[src/rtl/spi_master_t.sv]
// ---------------------------------------------------------------------------
// spi_master_t
// Byte-serial SPI transmit master. Pops one byte at a time from a
// first-word-not-fall-through FIFO and sends it MSB first. sclk idles low.
// No chip select is used: the far end frames each byte by counting 8 sclk
// rising edges. A guaranteed low gap follows every byte.
//
// state  | meaning
// -------+-----------------------------------------------------------------
// IDLE   | waiting for en=1 with a non-empty FIFO
// RD     | FIFO pop strobe high for this single cycle
// LOAD   | FIFO data valid, captured into the shift register
// LOW    | sclk low phase, CLK_DIV cycles, data already stable
// HIGH   | sclk high phase, CLK_DIV cycles, far end samples on entry
// GAP    | sclk and sdout held low for GAP_CYC cycles after the 8th bit
//
// Parameters:
//   CLK_DIV  clk cycles per sclk phase (4..65535)
//   GAP_CYC  clk cycles of low gap after each byte (4..65535)
//
// Ports:
//   i_clk         system clock
//   i_rst_n       asynchronous active-low reset
//   i_en          transmit enable, only looked at in IDLE
//   i_fifo_empty  source FIFO empty flag
//   i_fifo_q      source FIFO read data, valid the cycle after the pop
//   o_fifo_r_en   FIFO pop strobe, one cycle per byte
//   o_sclk        SPI clock, idle low
//   o_sdout       SPI serial data, MSB first
//   o_busy        high from RD through the last GAP cycle
// ---------------------------------------------------------------------------
module spi_master_t #(
    parameter int unsigned CLK_DIV = 4,
    parameter int unsigned GAP_CYC = 8
) (
    input  logic       i_clk,
    input  logic       i_rst_n,
    input  logic       i_en,
    input  logic       i_fifo_empty,
    input  logic [7:0] i_fifo_q,
    output logic       o_fifo_r_en,
    output logic       o_sclk,
    output logic       o_sdout,
    output logic       o_busy
);

    typedef enum logic [2:0] {
        S_IDLE = 3'd0,
        S_RD   = 3'd1,
        S_LOAD = 3'd2,
        S_LOW  = 3'd3,
        S_HIGH = 3'd4,
        S_GAP  = 3'd5
    } state_t;

    localparam logic [15:0] DIV_LAST = 16'(CLK_DIV - 1);
    localparam logic [15:0] GAP_LAST = 16'(GAP_CYC - 1);

    state_t      r_state;
    state_t      w_state_nxt;

    logic [7:0]  r_shift_reg;
    logic [2:0]  r_bit_cnt;
    logic [15:0] r_div_cnt;
    logic [15:0] r_gap_cnt;

    logic        r_fifo_r_en;
    logic        r_sclk;
    logic        r_busy;

    logic        w_div_done;
    logic        w_gap_done;
    logic        w_last_bit;

    assign w_div_done = (r_div_cnt == DIV_LAST);
    assign w_gap_done = (r_gap_cnt == GAP_LAST);
    assign w_last_bit = (r_bit_cnt == 3'd7);

    // ------------------------------------------------------------------
    // State register
    // ------------------------------------------------------------------
    always_ff @(posedge i_clk or negedge i_rst_n) begin
        if (!i_rst_n) begin
            r_state <= S_IDLE;
        end else begin
            r_state <= w_state_nxt;
        end
    end

    // ------------------------------------------------------------------
    // Next-state logic
    // ------------------------------------------------------------------
    always_comb begin
        w_state_nxt = r_state;
        case (r_state)
            S_IDLE: begin
                if (i_en && !i_fifo_empty) begin
                    w_state_nxt = S_RD;
                end
            end
            S_RD: begin
                w_state_nxt = S_LOAD;
            end
            S_LOAD: begin
                w_state_nxt = S_LOW;
            end
            S_LOW: begin
                if (w_div_done) begin
                    w_state_nxt = S_HIGH;
                end
            end
            S_HIGH: begin
                if (w_div_done) begin
                    w_state_nxt = w_last_bit ? S_GAP : S_LOW;
                end
            end
            S_GAP: begin
                if (w_gap_done) begin
                    w_state_nxt = S_IDLE;
                end
            end
            default: begin
                w_state_nxt = S_IDLE;
            end
        endcase
    end

    // ------------------------------------------------------------------
    // Registered outputs and datapath.
    // Outputs are decoded from the next state so that each one is a flop
    // that already reflects the state being entered (sclk rises on entry
    // to HIGH, falls on entry to LOW or GAP).
    // The shift register MSB is the sdout flop itself: LOAD puts fifo_q[7]
    // there, each HIGH->LOW shift exposes the next bit, and the shift
    // register is cleared on HIGH->GAP so sdout is 0 through the gap.
    // ------------------------------------------------------------------
    always_ff @(posedge i_clk or negedge i_rst_n) begin
        if (!i_rst_n) begin
            r_fifo_r_en <= 1'b0;
            r_sclk      <= 1'b0;
            r_busy      <= 1'b0;
            r_shift_reg <= 8'd0;
            r_bit_cnt   <= 3'd0;
            r_div_cnt   <= 16'd0;
            r_gap_cnt   <= 16'd0;
        end else begin
            r_fifo_r_en <= (w_state_nxt == S_RD);
            r_sclk      <= (w_state_nxt == S_HIGH);
            r_busy      <= (w_state_nxt != S_IDLE);

            case (r_state)
                S_LOAD: begin
                    r_shift_reg <= i_fifo_q;
                    r_bit_cnt   <= 3'd0;
                    r_div_cnt   <= 16'd0;
                end
                S_LOW: begin
                    if (w_div_done) begin
                        r_div_cnt <= 16'd0;
                    end else begin
                        r_div_cnt <= r_div_cnt + 16'd1;
                    end
                end
                S_HIGH: begin
                    if (w_div_done) begin
                        r_div_cnt <= 16'd0;
                        if (w_last_bit) begin
                            r_shift_reg <= 8'd0;
                            r_gap_cnt   <= 16'd0;
                        end else begin
                            r_shift_reg <= {r_shift_reg[6:0], 1'b0};
                            r_bit_cnt   <= r_bit_cnt + 3'd1;
                        end
                    end else begin
                        r_div_cnt <= r_div_cnt + 16'd1;
                    end
                end
                S_GAP: begin
                    if (w_gap_done) begin
                        r_gap_cnt <= 16'd0;
                    end else begin
                        r_gap_cnt <= r_gap_cnt + 16'd1;
                    end
                end
                default: begin
                end
            endcase
        end
    end

    assign o_fifo_r_en = r_fifo_r_en;
    assign o_sclk      = r_sclk;
    assign o_sdout     = r_shift_reg[7];
    assign o_busy      = r_busy;

endmodule

[config.mk]
export PLATFORM = sky130hd
export DESIGN_NAME = spi_master_t
export DESIGN_NICKNAME = d
export VERILOG_FILES = /design/src/rtl/spi_master_t.sv
export SDC_FILE = /design/constraint.sdc
export NUM_CORES = 1
export LEC_CHECK = 0
export CAP_MARGIN = 20
export CORE_ASPECT_RATIO = 0.9
export CORE_UTILIZATION = 45
export DETAILED_ROUTE_END_ITERATION = 6
export PLACE_DENSITY = 0.6
export SLEW_MARGIN = 20
export SYNTH_ARGS = -nofsm -noshare
export SYNTH_HDL_FRONTEND = slang
export SYNTH_SLANG_ARGS = --single-unit
[constraint.sdc]
create_clock -name i_clk -period 2.3 [get_ports i_clk]
set_clock_uncertainty 0.1 [all_clocks]
set_input_delay 0.46 -clock i_clk [delete_from_list [all_inputs] [get_ports i_clk]]
set_output_delay 0.46 -clock i_clk [all_outputs]
set_load 0.01 [all_outputs]
==> parameters.txt, run 1 <==
Parameter                              Value

GRT
  Leftover overflow at the end of global routing    0
  Number of global-route vias before repair    2,252
  Met3 global-route usage    3.44%
  First-pass GRT wire length    10,800 um
  Global-route usage over all layers    20.6%
  M2 GR Usage    30.6%
  Maximum number of pins on one net before global-route repair    41
  Initial antenna violation count    0
  Peak-usage layer in the global routing report    met2
  GR Util met1    30.0%

Critical path
  Crit Reg-Reg Startpoint    r_div_cnt[0]
  Kind of critical path    flop to flop
  Worst reg-to-reg path cell count    7
  Critical path capture point type    flop
  Data arrival time at the worst-slack endpoint    2.24 ns
  FF-to-FF setup slack    0.16 ns
  Data required, critical path    2.39 ns
  Worst R2R End    r_gap_cnt[6]
  Startpoint class of the critical path    flop
  Crit Path Max Fanout    16

Floorplanning
  Num rows    26
  Die X    85.2 um
  Ports    16
  Die area    6550 um^2
  Die H    76.9 um
  Effective utilization at floorplan    47.9%
  Area of the core region    5860 um^2

Logic synthesis
  Top cell type's share of synthesized area    43.7%
  Main combinational cell family by area after synthesis    simple AND/OR/NAND/NOR gates
  Synth Area in Simple Gates    26.3%
  Cell area after synthesis    2800 um^2
  Compound-gate portion of the synthesized area    21.1%
  Biggest area consumer among synthesized cells    sky130_fd_sc_hd__dfrtp_1
  Mapped Avg Cell Area    8.93 um^2
  Yosys warnings    0
  Number of distinct library cell variants in the gate-level netlist after synthesis    51
  Share of synthesized area spent on multiplexers    0.759%
  Proportion of synthesized flip-flops having asynchronous set or reset    100%
  Net count of the mapped netlist    330
  Most common cell in the synthesized netlist    sky130_fd_sc_hd__dfrtp_1
  Leading post-synthesis cells by cell area    sky130_fd_sc_hd__dfrtp_1, sky130_fd_sc_hd__nand3_1, sky130_fd_sc_hd__nand2_1
  Most used flip-flop cell after synthesis    sky130_fd_sc_hd__dfrtp_1
  Number of standard cells after synthesis    314
  Xor and xnor fraction of the mapped netlist area    0%
  Count of flip-flops with a built-in enable after synthesis    0
  Seq cells post-synth    49
  Top cells by instance count after synthesis    sky130_fd_sc_hd__dfrtp_1, sky130_fd_sc_hd__nand2_1, sky130_fd_sc_hd__nand3_1
  Share of synthesized cell area in full adder, half adder and majority cells    1.79%
  Sequential share of the synthesized area    43.7%

Clocking
  Depth of the CTS H-tree    2
  Clock-pin slew on the worst setup and hold paths    0.09 ns
  Later-pin clock latency in the skew report    0.30 ns
  Post-CTS setup buffer count    0
  Max clock buf depth    2
  Clock tree sinks    49
  Clock tree from TritonCTS    done
  Clock buffer count from CTS    5
  CTS root buffer    sky130_fd_sc_hd__clkbuf_8

Layout
  Ratio of cells with drive above 1 in the final layout    11.0%
  Final-stage net count    352
  Layout fillers    546
  Layout-stage area growth over the synthesis result    14.0%
  Antenna diodes    0

Route
  Post-DR vias/cell    6.00
  Via total after detailed routing    2,441
  Per-cell routed wire length    15.6 um
  First-iteration detailed-routing DRC count    119
  Number of nets with antenna violations after detailed routing    0
  DRT Wirelength    6360 um
  # DRC    0
  Detailed Routing Iterations Pass 1    4

Run status
  Run status    finished, final reports clean

Timing
  Final hold vios    0
  Top achievable clock speed    0.467 GHz
  Final worst-path cycle share    93.1%
  Setup TNS Final    0 ns
  Headroom to the max-slew limit    63.0%
  Tmin final    2.14 ns
  Final setup fails    0
  Transition at the pin with the smallest max-transition slack    0.555 ns
  Setup repair after global routing missed its margin    no
  Number of slew-limit violations in the final report    0

Placement
  Gpl congestion    0.758
  Quantity of I/O buffers inserted on ports    15
  Half-perimeter wire length after placement    4380 um

Power
  Areal power density over the cells    485 nW/um^2
  Leakage power figure    1.36 nW
  Peak supply drop    257 uV
  Power, Total    1.55 mW

Worst hold path
  Hold Path Origin    r_shift_reg[3]
  Hold Path Stages    2
  Destination of the worst hold path    r_shift_reg[3]
  Type of the worst min-delay path    flop to flop

Run
  # Max-Cap Violations    0
==> timing repair <==
item / in CTS / in global routing
setup endpoints to repair: 0 / 19
hold buffers: 1 / 0
gates resized for setup: 0 / 3
hold endpoints to repair: 9 / 0
==> cell families after synthesis <==
kind of cell,count (synthesis)
DFF,49
muxes,2
adders and majority gates,4
AOI/OAI and AO/OA,92
and+or+nand+nor,137
buffers and inverters,30
==> worst max path at each step <==
stage,start,to
after floorplan,r_div_cnt[0],r_div_cnt[2]
after global placement,r_div_cnt[0],r_div_cnt[8]
after detailed placement,r_div_cnt[0],r_div_cnt[6]
after CTS,r_div_cnt[0],r_div_cnt[6]
after global routing,r_div_cnt[0],r_gap_cnt[12]
final,r_div_cnt[0],r_gap_cnt[6]
==> routing by layer <==
| metal | vias up | wire length, um |
|---|---|---|
| li1 | 1211 | - |
| met1 | 1172 | 3280 |
| met2 | 45 | 2770 |
| met3 | 13 | 179 |
| met4 | 0 | 119 |
| met5 | - | 0 |
==> cells in the final DEF (no fill, tap or decap), drive strengths merged, types with 3 or more instances in the layout <==
cell           instances
dfrtp                 49
nand2                 33
o21ai                 28
nand3                 27
a21oi                 23
buf                   19
nor2                  18
clkdlybuf4s50         14
nor3                  11
a31oi                 11
inv                   10
and3                  10
clkbuf                 7
or3                    6
nand4                  6
a21o                   5
nor4                   5
o311ai                 5
nor2b                  4
nand3b                 4
a41oi                  4
a211oi                 4
ha                     4
nand2b                 3
and4                   3
==> critical path: stages (launching register included) <==
cell	delay (ns)
sky130_fd_sc_hd__dfrtp_1	0.37
sky130_fd_sc_hd__ha_1	0.22
sky130_fd_sc_hd__nor4b_1	0.25
sky130_fd_sc_hd__and4_4	0.33
sky130_fd_sc_hd__buf_12	0.15
sky130_fd_sc_hd__a31oi_4	0.21
sky130_fd_sc_hd__a21o_1	0.23
sky130_fd_sc_hd__a21o_1	0.17
==> report_power, final <==
group,switching (mW),internal (mW)
Clock,0.287,0.355
Combinational,0.0213,0.0227
Sequential,0.000783,0.862
==> cell type report <==
cell class                      count  area [um^2]  area share, %
Timing Repair Buffer               34          315           9.87
Clock inverter                      1         30.0          0.940
Sequential cell                    49         1230           38.4
Clock buffer                        7         86.3           2.70
Inverter                           11         41.3           1.29
Tap cell                           70         87.6           2.74
Multi-Input combinational cell    235         1410           44.1
==> stage by stage <==
step                cell area, um^2  cells  util [%]  setup slack, ns  hold slack, ns
floorplan                      2800    314         -            0.440          0.0644
global route                   3200    407      54.6           0.0133           0.422
CTS                            3190    407      54.4           0.0311           0.386
finish                         3200    407      54.6            0.159           0.382
global placement               3060    398      52.3            0.122           0.244
detailed placement             3060    398      52.3           0.0283           0.247
(Power assumes the default switching activity.)
==> run 2: changes to the inputs <==
--- a/config.mk
+++ b/config.mk
@@ -10,6 +10,7 @@
 export CORE_UTILIZATION = 45
 export DETAILED_ROUTE_END_ITERATION = 6
 export PLACE_DENSITY = 0.6
+export SETUP_SLACK_MARGIN = 0.5
 export SLEW_MARGIN = 20
 export SYNTH_ARGS = -nofsm -noshare
 export SYNTH_HDL_FRONTEND = slang
==> run 2 against run 1 <==
Fmax increased by 15%. Largest cell class unchanged. Global-route usage increased by 1.8 points. Core utilization rose by 7.8 points. Critical path depth is 1 lower. Clock power is 21% lower. Largest power group unchanged.
==> parameters.txt, run 2 (synthesized netlist as in run 1, its figures left out) <==
Parameter                              Value

Layout
  Util after Layout    62.4% (+7.8 points)
  Most frequent standard cell in the layout excluding fill and tap cells    sky130_fd_sc_hd__dfrtp_1
  Footprint of the multi-input gates    1670 um^2 (+19%)
  Most frequent cells in the layout    sky130_fd_sc_hd__dfrtp_1, sky130_fd_sc_hd__buf_4, sky130_fd_sc_hd__nand2_1
  Layout fillers    510 (-6.6%)
  Ratio of cells with drive above 1 in the final layout    31.1% (+20 points)
  Final-stage net count    381 (+8.2%)
  FF/Latch Area    1240 um^2 (+1.0%)
  Layout-stage area growth over the synthesis result    30.3%
  Antenna diodes    0 (unchanged)

Power
  Peak supply drop    269 uV (+4.3%)
  Internal portion of total power    1.10 mW (-11%)
  Clk pwr share    35.9% (-5.5 points)
  Switching Fraction    22.6% (+2.7 points)
  Combinational Power Share    3.2% (+0.4 points)
  Portion of total power attributed to sequential cells    60.9% (+5.2 points)
  Net load switching power    321 uW (+3.9%)
  Leakage power figure    1.54 nW (+13%)
  Areal power density over the cells    388 nW/um^2 (-20%)

GRT
  Leftover overflow at the end of global routing    0 (unchanged)
  Maximum number of pins on one net before global-route repair    28 (-32%)
  Global-route usage over all layers    22.4% (+1.8 points)
  Number of global-route vias before repair    2,390 (+6.1%)
  Initial antenna violation count    0 (unchanged)
  First-pass GRT wire length    11,700 um (+8.5%)

Critical path
  Delay contributed by the slowest stage of the critical path    0.47 ns (+0.10 ns)
  Data arrival time at the worst-slack endpoint    1.96 ns (-0.28 ns)
  Kind of critical path    flop to flop
  Crit-path slowest cell    sky130_fd_sc_hd__dfrtp_1
  Startpoint class of the critical path    flop
  Critical path capture point type    flop
  Data required, critical path    2.40 ns (about the same)
  Cell-by-cell listing of the critical path    nor4_4 -> and4_4 -> a31oi_4 -> buf_6 -> o21ai_2 -> o31ai_2
  Crit Path Max Fanout    8 (-8)

Floorplanning
  Ports    16 (unchanged)
  Num rows    26 (unchanged)
  Effective utilization at floorplan    47.9% (unchanged)
  Die H    76.9 um (unchanged)
  Die area    6550 um^2 (unchanged)
  Area of the core region    5860 um^2 (unchanged)
  Die X    85.2 um (unchanged)

Clocking
  CTS root buffer    sky130_fd_sc_hd__clkbuf_8
  Later-pin clock latency in the skew report    0.31 ns (about the same)
  Clock tree from TritonCTS    done
  Max clock buf depth    2 (unchanged)
  Clock tree sinks    49 (unchanged)
  Clock-pin slew on the worst setup and hold paths    0.10 ns (about the same)
  Clock buffer count from CTS    5 (unchanged)
  Depth of the CTS H-tree    2 (unchanged)

Route
  Number of nets with antenna violations after detailed routing    0 (unchanged)
  Detailed Routing Iterations Pass 1    4 (unchanged)
  Post-DR vias/cell    6.03 (+0.58%)
  # DRC    0 (unchanged)
  Via total after detailed routing    2,630 (+7.7%)
  First-iteration detailed-routing DRC count    225 (+89%)
  DRT Wirelength    7500 um (+18%)
  Per-cell routed wire length    17.2 um (+10%)

Placement
  Gpl congestion    0.870 (+15%)
  Post-Place Setup Slack    0.0614 ns (+0.0331 ns)
  Half-perimeter wire length after placement    4430 um (+1.1%)
  Quantity of I/O buffers inserted on ports    15 (unchanged)

Timing
  Top achievable clock speed    0.537 GHz (+15%)
  Final setup fails    0 (unchanged)
  Final worst-path cycle share    81.0% (-12 points)
  Tmin final    1.86 ns (-0.278 ns)
  Setup TNS Final    0 ns (unchanged)
  Number of slew-limit violations in the final report    0 (unchanged)
  Transition at the pin with the smallest max-transition slack    0.366 ns (-0.189 ns)
  Setup repair after global routing missed its margin    yes
  Headroom to the max-slew limit    75.5% (+13 points)
  Setup slack after layout    0.437 ns (+0.278 ns)
  Worst hold margin    0.380 ns (-0.00188 ns)
  Final hold vios    0 (unchanged)

Run status
  Run status    finished, final reports clean

Run
  # Max-Cap Violations    0 (unchanged)

Worst hold path
  Type of the worst min-delay path    flop to flop
[run 2: cell count changes in the layout (fill, tap and decap cells not counted), moves of 4 or more]
| cell | before | now |
|---|---|---|
| sky130_fd_sc_hd__a21oi_1 | 23 | 19 |
| sky130_fd_sc_hd__buf_4 | 16 | 34 |
| sky130_fd_sc_hd__buf_6 | 0 | 8 |
| sky130_fd_sc_hd__dfrtp_1 | 49 | 39 |
| sky130_fd_sc_hd__dfrtp_2 | 0 | 10 |
| sky130_fd_sc_hd__nor2_1 | 16 | 12 |
| sky130_fd_sc_hd__nor2_2 | 1 | 5 |
| sky130_fd_sc_hd__o21ai_1 | 18 | 13 |
| sky130_fd_sc_hd__o21ai_2 | 0 | 6 |
[run 2: worst max-delay path, delay by kind of cell, from the launching register on]
kind                   cells  cell delay [ns]
buffers and inverters      1             0.19
DFF                        1             0.47
and+or+nand+nor            2             0.60
AOI/OAI and AO/OA          3             0.40
[run 2: timing repair]
| action | in CTS | in global routing |
|---|---|---|
| resized for setup | 12 | 61 |
| hold buffers | 1 | 0 |
| cloned | 2 | 2 |
| setup endpoints to repair | 45 | 47 |
| setup buffers | 8 | 17 |
| endpoints found under the hold margin | 9 | 0 |
| pin swaps | 4 | 23 |
[run 2: final timing paths]
path | end | cells past startpoint | from | slack (ns)
setup reg to reg | r_gap_cnt[8] | 6 | r_div_cnt[5] | 0.44
min in group asynchronous | r_gap_cnt[14] | 2 | i_rst_n | 0.44
setup / recovery | r_gap_cnt[8] | 6 | r_div_cnt[5] | 0.44
hold / removal | r_shift_reg[3] | 2 | r_shift_reg[3] | 0.38
hold reg to reg | r_shift_reg[3] | 2 | r_shift_reg[3] | 0.38
max in group asynchronous | r_div_cnt[6] | 3 | i_rst_n | 1.14
[run 2: metrics by stage]
step	area, um^2	instances	total power, mW
final	3650	436	1.42
after global routing	3650	436	1.46
after CTS	3260	417	1.43
after detailed placement	3050	398	0.926
after global placement	3050	398	0.926
after floorplan	2810	314	0.883
[run 2: power by group through the flow]
| stage | clock (mW) | sequential [mW] | combinational (mW) |
|---|---|---|---|
| after floorplan | 0 | 0.881 | 0.00189 |
| after global placement | 0 | 0.880 | 0.0457 |
| after detailed placement | 0 | 0.880 | 0.0460 |
| after CTS | 0.522 | 0.863 | 0.0474 |
| after global routing | 0.548 | 0.863 | 0.0520 |
| final | 0.509 | 0.863 | 0.0456 |
[run 2: cell type report]
cell class / instances / share of cell area (%)
multi-input combinational: 239 / 45.9
sequential: 49 / 33.9
timing repair buffer: 59 / 14.3
tap: 70 / 2.40
clock buffer: 6 / 1.99
inverter: 11 / 1.23
clock inverter: 2 / 0.274
[run 2: layer usage]
layer	track usage [%]	part of all wire (%)	up-vias
met2	35.0	47	42
li1	-	-	1276
met4	6.61	1.2	0
met1	32.3	49	1303
met3	3.23	3.3	9
met5	0	0	-
